**src/rtl/grom_io_ctrl_if.sv**
```systemverilog
// grom8 CPU-side I/O bus bundle.
// Groups address, write data, read data and the cycle qualifiers.
//   addr     : CPU address (low bits select the I/O register)
//   data_in  : CPU write data
//   data_out : registered read data returned to the CPU
//   we       : 1 = write, 0 = read
//   ioreq    : qualifies the cycle as an I/O access
interface grom_io_ctrl_if #(
    parameter int DATA_WIDTH = 8,
    parameter int ADDR_WIDTH = 12
);
    logic [ADDR_WIDTH-1:0] addr;
    logic [DATA_WIDTH-1:0] data_in;
    logic [DATA_WIDTH-1:0] data_out;
    logic                  we;
    logic                  ioreq;

    modport master (
        output addr,
        output data_in,
        output we,
        output ioreq,
        input  data_out
    );

    modport slave (
        input  addr,
        input  data_in,
        input  we,
        input  ioreq,
        output data_out
    );
endinterface

```
**src/rtl/grom_io_ctrl.sv**
```systemverilog
// grom8 I/O controller: output registers, synchronised inputs with
// sticky rising-edge capture, and a time-multiplexed display scanner.
//
// Ports:
//   clk, reset  : clock and asynchronous active-high reset
//   bus         : CPU I/O bus (slave side), see grom_io_ctrl_if
//   port_in     : asynchronous inputs, port p at [p*DATA_WIDTH +: DATA_WIDTH]
//   port_out    : output registers, packed like port_in
//   out_strobe  : one-cycle pulse after an output register write
//   scan_sel    : one-hot active scan slot
//   scan_data   : output register of the active scan slot
//
// Address map (full compare, upper bits must be zero):
//   0 .. N-1     : OUT[a] on write, SYNC_IN[a] on read
//   N .. 2N-1    : CAP[a-N], read-to-clear and write-1-to-clear
//   anything else: writes ignored, reads return 0
module grom_io_ctrl #(
    parameter int                    DATA_WIDTH  = 8,
    parameter int                    ADDR_WIDTH  = 12,
    parameter int                    NUM_PORTS   = 4,
    parameter int                    SCAN_DIV    = 1000,
    parameter logic [DATA_WIDTH-1:0] RESET_VALUE = '0
) (
    input  logic                            clk,
    input  logic                            reset,
    grom_io_ctrl_if.slave                   bus,
    input  logic [NUM_PORTS*DATA_WIDTH-1:0] port_in,
    output logic [NUM_PORTS*DATA_WIDTH-1:0] port_out,
    output logic [NUM_PORTS-1:0]            out_strobe,
    output logic [NUM_PORTS-1:0]            scan_sel,
    output logic [DATA_WIDTH-1:0]           scan_data
);
    localparam int DW = DATA_WIDTH;
    localparam int VW = NUM_PORTS * DATA_WIDTH;
    localparam int PW = (SCAN_DIV > 1) ? $clog2(SCAN_DIV) : 1;
    localparam int SW = (NUM_PORTS > 1) ? $clog2(NUM_PORTS) : 1;

    localparam logic [PW-1:0] PRESC_MAX = PW'(SCAN_DIV - 1);
    localparam logic [SW-1:0] SLOT_MAX  = SW'(NUM_PORTS - 1);

    // Register state
    logic [VW-1:0]        out_q, out_d;
    logic [NUM_PORTS-1:0] strobe_q, strobe_d;
    logic [DW-1:0]        dout_q, dout_d;
    logic [VW-1:0]        sync1_q, sync1_d;
    logic [VW-1:0]        sync2_q, sync2_d;
    logic [VW-1:0]        prev_q, prev_d;
    logic [VW-1:0]        cap_q, cap_d;
    logic [PW-1:0]        presc_q, presc_d;
    logic [SW-1:0]        slot_q, slot_d;

    // Decode
    logic                 wr;
    logic                 rd;
    logic [NUM_PORTS-1:0] out_hit;
    logic [NUM_PORTS-1:0] cap_hit;
    logic [VW-1:0]        rise;
    logic [VW-1:0]        clr;
    logic                 wrap;

    assign wr = bus.ioreq & bus.we;
    assign rd = bus.ioreq & ~bus.we;

    always_comb begin
        out_hit = '0;
        cap_hit = '0;
        for (int i = 0; i < NUM_PORTS; i++) begin
            out_hit[i] = (bus.addr == ADDR_WIDTH'(i));
            cap_hit[i] = (bus.addr == ADDR_WIDTH'(NUM_PORTS + i));
        end
    end

    // Bus access, input path and edge capture
    always_comb begin
        out_d    = out_q;
        strobe_d = '0;
        dout_d   = dout_q;
        sync1_d  = port_in;
        sync2_d  = sync1_q;
        prev_d   = sync2_q;
        rise     = sync2_q & ~prev_q;
        clr      = '0;

        // A read of an unmapped address returns zero.
        if (rd) begin
            dout_d = '0;
        end

        for (int i = 0; i < NUM_PORTS; i++) begin
            if (wr && out_hit[i]) begin
                out_d[i*DW +: DW] = bus.data_in;
                strobe_d[i]       = 1'b1;
            end
            if (rd && out_hit[i]) begin
                dout_d = sync2_q[i*DW +: DW];
            end
            if (cap_hit[i]) begin
                if (wr) begin
                    clr[i*DW +: DW] = bus.data_in;
                end
                if (rd) begin
                    clr[i*DW +: DW] = '1;
                    dout_d          = cap_q[i*DW +: DW];
                end
            end
        end

        // Set is applied after clear so a coincident edge survives.
        cap_d = (cap_q & ~clr) | rise;
    end

    // Scanner: prescaler and slot index
    always_comb begin
        wrap    = (presc_q == PRESC_MAX);
        presc_d = wrap ? '0 : presc_q + PW'(1);
        slot_d  = slot_q;
        if (wrap) begin
            slot_d = (slot_q == SLOT_MAX) ? '0 : slot_q + SW'(1);
        end
    end

    always_comb begin
        scan_sel  = '0;
        scan_data = '0;
        for (int i = 0; i < NUM_PORTS; i++) begin
            if (slot_q == SW'(i)) begin
                scan_sel[i] = 1'b1;
                scan_data   = out_q[i*DW +: DW];
            end
        end
    end

    assign port_out     = out_q;
    assign out_strobe   = strobe_q;
    assign bus.data_out = dout_q;

    always_ff @(posedge clk or posedge reset) begin
        if (reset) begin
            out_q    <= {NUM_PORTS{RESET_VALUE}};
            strobe_q <= '0;
            dout_q   <= '0;
            sync1_q  <= '0;
            sync2_q  <= '0;
            prev_q   <= '0;
            cap_q    <= '0;
            presc_q  <= '0;
            slot_q   <= '0;
        end else begin
            out_q    <= out_d;
            strobe_q <= strobe_d;
            dout_q   <= dout_d;
            sync1_q  <= sync1_d;
            sync2_q  <= sync2_d;
            prev_q   <= prev_d;
            cap_q    <= cap_d;
            presc_q  <= presc_d;
            slot_q   <= slot_d;
        end
    end
endmodule

```
**src/flat_wrapper.sv**
```systemverilog
// flat-port wrapper written by rule: the top's interface ports become plain ports
module grom_io_ctrl_flat 
#(
    parameter int                    DATA_WIDTH  = 8,
    parameter int                    ADDR_WIDTH  = 12,
    parameter int                    NUM_PORTS   = 4,
    parameter int                    SCAN_DIV    = 1000,
    parameter logic [DATA_WIDTH-1:0] RESET_VALUE = '0
)
  (clk, reset, port_in, port_out, out_strobe, scan_sel, scan_data, bus_addr, bus_data_in, bus_we, bus_ioreq, bus_data_out);
  grom_io_ctrl_if #(.DATA_WIDTH(DATA_WIDTH), .ADDR_WIDTH(ADDR_WIDTH)) bus_i ();
  input  logic clk;
  input  logic reset;
  input  logic [NUM_PORTS*DATA_WIDTH-1:0] port_in;
  output logic [NUM_PORTS*DATA_WIDTH-1:0] port_out;
  output logic [NUM_PORTS-1:0] out_strobe;
  output logic [NUM_PORTS-1:0] scan_sel;
  output logic [DATA_WIDTH-1:0] scan_data;
  input wire logic [$bits(bus_i.addr)-1:0] bus_addr;
  input wire logic [$bits(bus_i.data_in)-1:0] bus_data_in;
  input wire logic [$bits(bus_i.we)-1:0] bus_we;
  input wire logic [$bits(bus_i.ioreq)-1:0] bus_ioreq;
  output wire logic [$bits(bus_i.data_out)-1:0] bus_data_out;
  assign bus_i.addr = bus_addr;
  assign bus_i.data_in = bus_data_in;
  assign bus_i.we = bus_we;
  assign bus_i.ioreq = bus_ioreq;
  assign bus_data_out = bus_i.data_out;
  grom_io_ctrl #(.DATA_WIDTH(DATA_WIDTH), .ADDR_WIDTH(ADDR_WIDTH), .NUM_PORTS(NUM_PORTS), .SCAN_DIV(SCAN_DIV), .RESET_VALUE(RESET_VALUE)) u_core (.clk(clk), .reset(reset), .bus(bus_i), .port_in(port_in), .port_out(port_out), .out_strobe(out_strobe), .scan_sel(scan_sel), .scan_data(scan_data));
endmodule
```
**config.mk**
```make
export PLATFORM = sky130hd
export DESIGN_NAME = grom_io_ctrl_flat
export DESIGN_NICKNAME = d
export VERILOG_FILES = /design/src/rtl/grom_io_ctrl_if.sv /design/src/rtl/grom_io_ctrl.sv /design/src/flat_wrapper.sv
export SDC_FILE = /design/constraint.sdc
export NUM_CORES = 1
export LEC_CHECK = 0
export CAP_MARGIN = 0
export CORE_ASPECT_RATIO = 1.75
export CORE_MARGIN = 4
export CORE_UTILIZATION = 53
export CTS_CLUSTER_DIAMETER = 40
export DETAILED_ROUTE_END_ITERATION = 12
export PLACE_DENSITY = 0.79
export RECOVER_POWER = 50
export SYNTH_ARGS = -nofsm -noshare
export SYNTH_HDL_FRONTEND = slang
export SYNTH_SLANG_ARGS = --single-unit
```
**constraint.sdc**
```tcl
create_clock -name clk -period 8.3 [get_ports clk]
set_clock_uncertainty 0.05 [all_clocks]
set_input_delay 1.66 -clock clk [delete_from_list [all_inputs] [get_ports clk]]
set_output_delay 1.66 -clock clk [all_outputs]
set_load 0.05 [all_outputs]
```
==> flow_summary.yaml, run 1 <==
outcome:
  status: "complete, but fails checks"
  violations: "max-capacitance violations, max-slew violations"
routing:
  vias: 5014
  drt-initial-drc-count: 433
  wirelength_mm: 17.0
  wl_per_cell_um: 19.6
  dr.pass1.iters: 5
  via_per_inst: 5.76
  ant_nets: 0
  drcViolationCount: 0
cts:
  htreeDepth: 4
  clk_latency_ns: 0.42
  numCtsBuffers: 17
  post-cts-setup-buffers: 0
  cts_tree: "done"
  holdBufCountCts: 0
  clockBufferDepth: 2
  clk_pin_slew_worst_paths_ns: 0.07
  clock_sinks: 184
  cts_root_buf: "clkbuf_16"
  cts.repair.resized: 0
setup_path:
  worstSetupPathType: "input port to async pin"
  cp-start-kind: "input port"
  slowest_delay_ns: 2.73
  arrival_ns: 6.03
  crit_path_end_kind: "async pin"
  crit_required_ns: 8.70
  cp_max_fo: 118
  worstPathCellList: "dlygate4sd3_1 > clkinvlp_2 > buf_4"
  slowest_stage: "clkinvlp_2"
  rrSetupSlack_ns: 6.27
die:
  die_area_um2: 15000
  die_y_um: 159
  start_util: 0.547
  core_um2: 12600
  ioPinCount: 112
  num_rows: 54
  dieWidth_um: 94.3
synth:
  synth_cell_type_count: 38
  synth-edff-count: 0
  syn_area_per_cell_um2: 12.0
  syn_inst: 577
  ys_seq_elements: 184
  synth_nets: 638
  synth_area_um2: 6910
  synth_flop_cell: "dfrtp_1"
  yosysWarningCount: 0
  ys_seq_area_frac: 0.667
  synthArstFlopShare: 1.00
timing:
  min_period_ns: 5.63
  slew_viol_final: 119
  worst_pin_slew_ns: 4.88
  fin_crit_sh: 0.678
  final_hold_viol_count: 0
  setup_viol: 0
  rsz0062_at_grt: "no"
  slew_headroom: -2.27
  setup_tns_ns: 0
  max_freq_mhz: 178
layout:
  area_growth_pct: 27.5
  num-nets-final: 750
  drive_gt1_frac: 0.105
  finalNonFillerCells: 870
  antenna_cells: 0
  fin_util: 0.697
pwr:
  power_mw: 1.86
  power.density_nw_per_um2: 211
  power_leakage_nw: 3.73
  ir_drop_mv: 0.140
global_route:
  grt_usage: 0.242
  antenna_found_initial: 0
  gr-total-overflow: 0
  grt_pass1_vias: 5415
  grt_max_degree: 119
  grt_pass1_wl_mm: 28.0
worst_hold_path:
  hold_class: "register to register"
placement:
  gp_congestion: 0.966
  io_buffer_count: 111
  dp_cells: 838
  dp_hpwl_mm: 12.0
flow_run:
  max_cap_violations: 1
-- cell usage in the layout, fill, tap and decap left out, types with 2 or more instances in the layout --
| master | n |
|---|---|
| mux2_2 | 30 |
| clkbuf_16 | 17 |
| dfrtp_1 | 184 |
| dlygate4sd3_1 | 33 |
| nor2_1 | 54 |
| nand3_1 | 10 |
| nand2b_1 | 2 |
| o211ai_1 | 9 |
| nor2b_1 | 5 |
| a21oi_1 | 18 |
| inv_1 | 35 |
| mux2_1 | 2 |
| clkinvlp_4 | 2 |
| buf_4 | 3 |
| bufinv_16 | 3 |
| o22ai_1 | 8 |
| clkbuf_8 | 2 |
| or2_2 | 2 |
| or4_1 | 3 |
| or3_1 | 2 |
| nand4_1 | 3 |
| nand2_1 | 31 |
| a221oi_1 | 8 |
| o21ai_0 | 100 |
| mux2i_1 | 8 |
| a22oi_1 | 7 |
| nor3_2 | 2 |
| nor4_2 | 3 |
| clkdlybuf4s50_1 | 78 |
| xor2_1 | 3 |
| ha_1 | 5 |
| xnor2_1 | 3 |
| nor3_1 | 2 |
| inv_6 | 5 |
| a2bb2oi_1 | 8 |
-- per-stage QoR --
stage	worst slack [ns]	hold slack [ns]	area [um^2]
global placement	3.93	0.284	8170
global route	1.76	0.308	8800
finish	2.67	0.299	8800
floorplan	1.59	0.281	6910
CTS	3.51	0.301	8810
detailed placement	3.89	0.285	8170
-- report_power, final --
| group | leakage (nW) | switching (mW) | internal [mW] |
|---|---|---|---|
| logic | 1.25 | 0.0472 | 0.0289 |
| clock network | 0.306 | 0.351 | 0.499 |
| registers | 2.17 | 0.0130 | 0.921 |
| total | 3.73 | 0.411 | 1.45 |
-- kinds of logic after synthesis --
| kind of cell | synth area share |
|---|---|
| fa+ha+maj | 0.00906 |
| flops | 0.667 |
| xor+xnor | 0.00761 |
| simple gates | 0.0901 |
| compound gates | 0.132 |
| mux | 0.0638 |
| buf+inv | 0.0312 |
-- final cells by class --
cell class,count,area (um^2)
multi-input cells,336,2090
inverters,36,136
flip-flops and latches,184,4600
well taps,168,210
repair buffers,114,1130
clock inverters,13,181
fillers,863,3830
clock buffers,19,453
-- layer usage --
metal | part of all wire | global-route usage
met5 | 0 | 0
met4 | 0.041 | 0.121
met3 | 0.055 | 0.0449
met2 | 0.55 | 0.423
met1 | 0.35 | 0.279
-- state kept, by name (all words and copies together), names as in the netlist --
register	flops
u_core.cap_q	32
u_core.port_out	32
u_core.prev_d	32
u_core.prev_q	32
u_core.sync1_q	32
u_core.presc_q	10
u_core.bus.data_out	8
u_core.out_strobe	4
u_core.slot_q	2
-- worst max-delay path: cells and delay by family --
family / cells / cell delay, ns
buffers and inverters: 3 / 4.27
-- Yosys cell counts (all sizes together), types with 4 or more instances --
cell type	n	area, um^2
a21oi	18	90.1
ha	5	62.6
nor2b	5	31.3
nor2	54	203
o21ai	100	500
mux2	32	360
o211ai	9	67.6
mux2i	8	80.1
nor3	4	30.0
clkbuf	18	67.6
inv	36	135
nor4	4	58.8
dfrtp	184	4600
o22ai	8	50.1
a22oi	7	52.6
nand2	31	116
a2bb2oi	8	70.1
a221oi	8	70.1
nand3	10	50.1
-- worst paths after layout --
path	from	to	cells past startpoint
worst min register to register	u_core.sync1_q[21]	u_core.prev_d[21]	0
worst max register to register	u_core.presc_q[0]	u_core.slot_q[0]	4
worst max-delay path	reset	u_core.prev_q[25]	3
worst min-delay path	u_core.sync1_q[21]	u_core.prev_d[21]	0
min in group asynchronous	reset	u_core.sync1_q[28]	2
max in group clk	u_core.slot_q[1]	scan_data[4]	8
(Power assumes the default switching activity.)
==> inputs of run 2 (changes only) <==
--- a/config.mk
+++ b/config.mk
@@ -8,10 +8,10 @@
 export CAP_MARGIN = 0
 export CORE_ASPECT_RATIO = 1.75
 export CORE_MARGIN = 4
-export CORE_UTILIZATION = 53
+export CORE_UTILIZATION = 48
 export CTS_CLUSTER_DIAMETER = 40
 export DETAILED_ROUTE_END_ITERATION = 12
-export PLACE_DENSITY = 0.79
+export PLACE_DENSITY = 0.76
 export RECOVER_POWER = 50
 export SYNTH_ARGS = -nofsm -noshare
 export SYNTH_HDL_FRONTEND = slang
==> constraint.sdc (replaced) <==
create_clock -name clk -period 4.6 [get_ports clk]
set_clock_uncertainty 0.05 [all_clocks]
set_input_delay 0.92 -clock clk [delete_from_list [all_inputs] [get_ports clk]]
set_output_delay 0.92 -clock clk [all_outputs]
set_load 0.05 [all_outputs]
==> run 2 against run 1 <==
Compared with the run above:
- clock-buffer cell count is the same
- critical endpoint is now scan_data[5]
- clock power grew 65%
- critical path type is now register to output pin
- cell count grew 1.3%
- the flow still finishes with violations (max-capacitance violations, max-slew violations)
==> flow_summary.yaml, run 2 (synthesis results as in run 1) <==
layout:
  drive_gt1_frac: 0.105
  num-nets-final: 755
  antenna_cells: 0
  finalNonFillerCells: 881
  area_growth_pct: 27.1
  layout_commonest_cell: "dfrtp_1"
  mostFrequentLayoutCells: "184 x dfrtp_1, 100 x o21ai_0, 78 x clkdlybuf4s50_1, 54 x nor2_1, 35 x inv_1"
routing:
  wirelength_mm: 16.6
  drt-initial-drc-count: 473
  ant_nets: 0
  via_per_inst: 5.63
  vias: 4958
  wl_per_cell_um: 18.8
  dr.pass1.iters: 6
  drcViolationCount: 0
setup_path:
  cp-start-kind: "register"
  arrival_ns: 3.09
  cp_max_fo: 11
  path_depth: 8
  cp_top_family: "buffers and inverters"
  reg2reg_from: "u_core.presc_q[0]"
  worstPathCellList: "inv_1 > ha_1 > nor2b_1 > a22oi_1 > nor2_1 > a21oi_1 > o21ai_0 > clkdlybuf4s50_1"
  crit_path_end_kind: "output pin"
  slowest_stage: "clkdlybuf4s50_1"
  rrSetupSlack_ns: 2.60
  worst-path-buf-inv: 2
  slowest_delay_ns: 0.86
  crit_required_ns: 3.63
  critical_path.startpoint: "u_core.slot_q[1]"
  worst_r2r_path_depth: 4
  worstSetupPathType: "register to output pin"
  reg2reg_to: "u_core.slot_q[0]"
global_route:
  grt_pass1_wl_mm: 27.3
  use_met2: 0.375
  gr-total-overflow: 0
  met1_usage: 0.243
  grtUsageMet3: 0.0427
  grt_pass1_vias: 5364
  grt_busiest_layer: "met2"
  grt_usage: 0.211
  antenna_found_initial: 0
  grt_max_degree: 123
placement:
  dpl_worst_slack_ns: 1.01
  dp_hpwl_mm: 11.6
  dp_cells: 852
  gp_congestion: 0.865
  io_buffer_count: 111
cts:
  cts_root_buf: "clkbuf_16"
  cts_tree: "done"
  htreeDepth: 4
  clk_pin_slew_worst_paths_ns: 0.06
  clk_latency_ns: 0.42
  cts.repair.resized: 0
  post-cts-setup-buffers: 0
  holdBufCountCts: 0
  clock_sinks: 184
  numCtsBuffers: 17
  clockBufferDepth: 2
pwr:
  power.density_nw_per_um2: 367
  p_sw_uw: 698
  power_leakage_nw: 3.71
  clkPwrFrac: 0.434
  combinationalPowerShare: 0.043
  internal_power_mw: 2.52
  power_mw: 3.22
  ir_drop_mv: 0.292
  netSwitchingFraction: 0.217
  power_frac_seq: 0.522
die:
  num_rows: 57
  dieWidth_um: 98.7
  core_um2: 14000
  die_y_um: 167
  ioPinCount: 112
  start_util: 0.494
  die_area_um2: 16400
timing:
  slew_viol_final: 165
  fin_ws_ns: 0.541
  min_period_ns: 4.06
  max_freq_mhz: 246
  fin_crit_sh: 0.882
  worst_pin_slew_ns: 2.09
  setup_tns_ns: 0
  timing.hold.ws_ns: 0.297
  final_hold_viol_count: 0
  rsz0062_at_grt: "no"
  slew_headroom: -0.394
  setup_viol: 0
worst_hold_path:
  min_path_cells: 0
  hold_class: "register to register"
  holdCritStartpoint: "u_core.sync1_q[1]"
  hold_path_end: "u_core.prev_d[1]"
flow_run:
  max_cap_violations: 2
outcome:
  status: "complete, but fails checks"
  violations: "max-capacitance violations, max-slew violations"
run 2: cell types whose count changed in the layout (fill, tap and decap cells not counted), sizes merged:
cell      change
buf           +3
inv           -3
clkbuf        +2
clkinvlp      +2
bufinv        -1
clkinv        -1
run 2: layer usage:
metal	wire, um	vias up
li1	-	2238
met1	6040	2469
met2	9200	205
met3	829	46
met4	489	0
met5	0	-
run 2: worst max path at each step:
stage,to,slack (ns)
5_1_grt,scan_data[5],0.38
3_3_place_gp,u_core.port_out[8],1.06
2_1_floorplan,scan_data[6],0.92
3_5_place_dp,scan_data[5],1.01
4_1_cts,scan_data[5],0.54
6_report,scan_data[5],0.54
run 2: per-stage QoR:
step	cell area [um^2]	utilization
after floorplan	6910	-
after global placement	8230	0.589
after detailed placement	8230	0.589
after CTS	8800	0.629
after global routing	8780	0.628
final	8780	0.628
run 2: power groups by stage:
stage,Combinational (mW),Clock (mW),Sequential (mW)
floorplan,0.0625,0,1.71
global placement,0.145,0,1.71
detailed placement,0.148,0,1.71
CTS,0.149,1.42,1.68
global route,0.154,1.50,1.69
finish,0.139,1.40,1.68
run 2: worst reg2reg max path: cells and delay by family, from the launching register on:
family,cells,cell delay [ns]
AO/OA/AOI/OAI,1,0.19
adder cells (fa/ha/maj),1,0.22
AND/OR/NAND/NOR,2,0.99
flip-flops,1,0.39
run 2: area by class of cell:
type / instances / area, um^2
clock buffers: 19 / 443
clock inverters: 10 / 121
fillers: 1099 / 5200
inverters: 36 / 136
multi-input cells: 336 / 2090
flip-flops and latches: 184 / 4600
well taps: 177 / 221
repair buffers: 119 / 1170
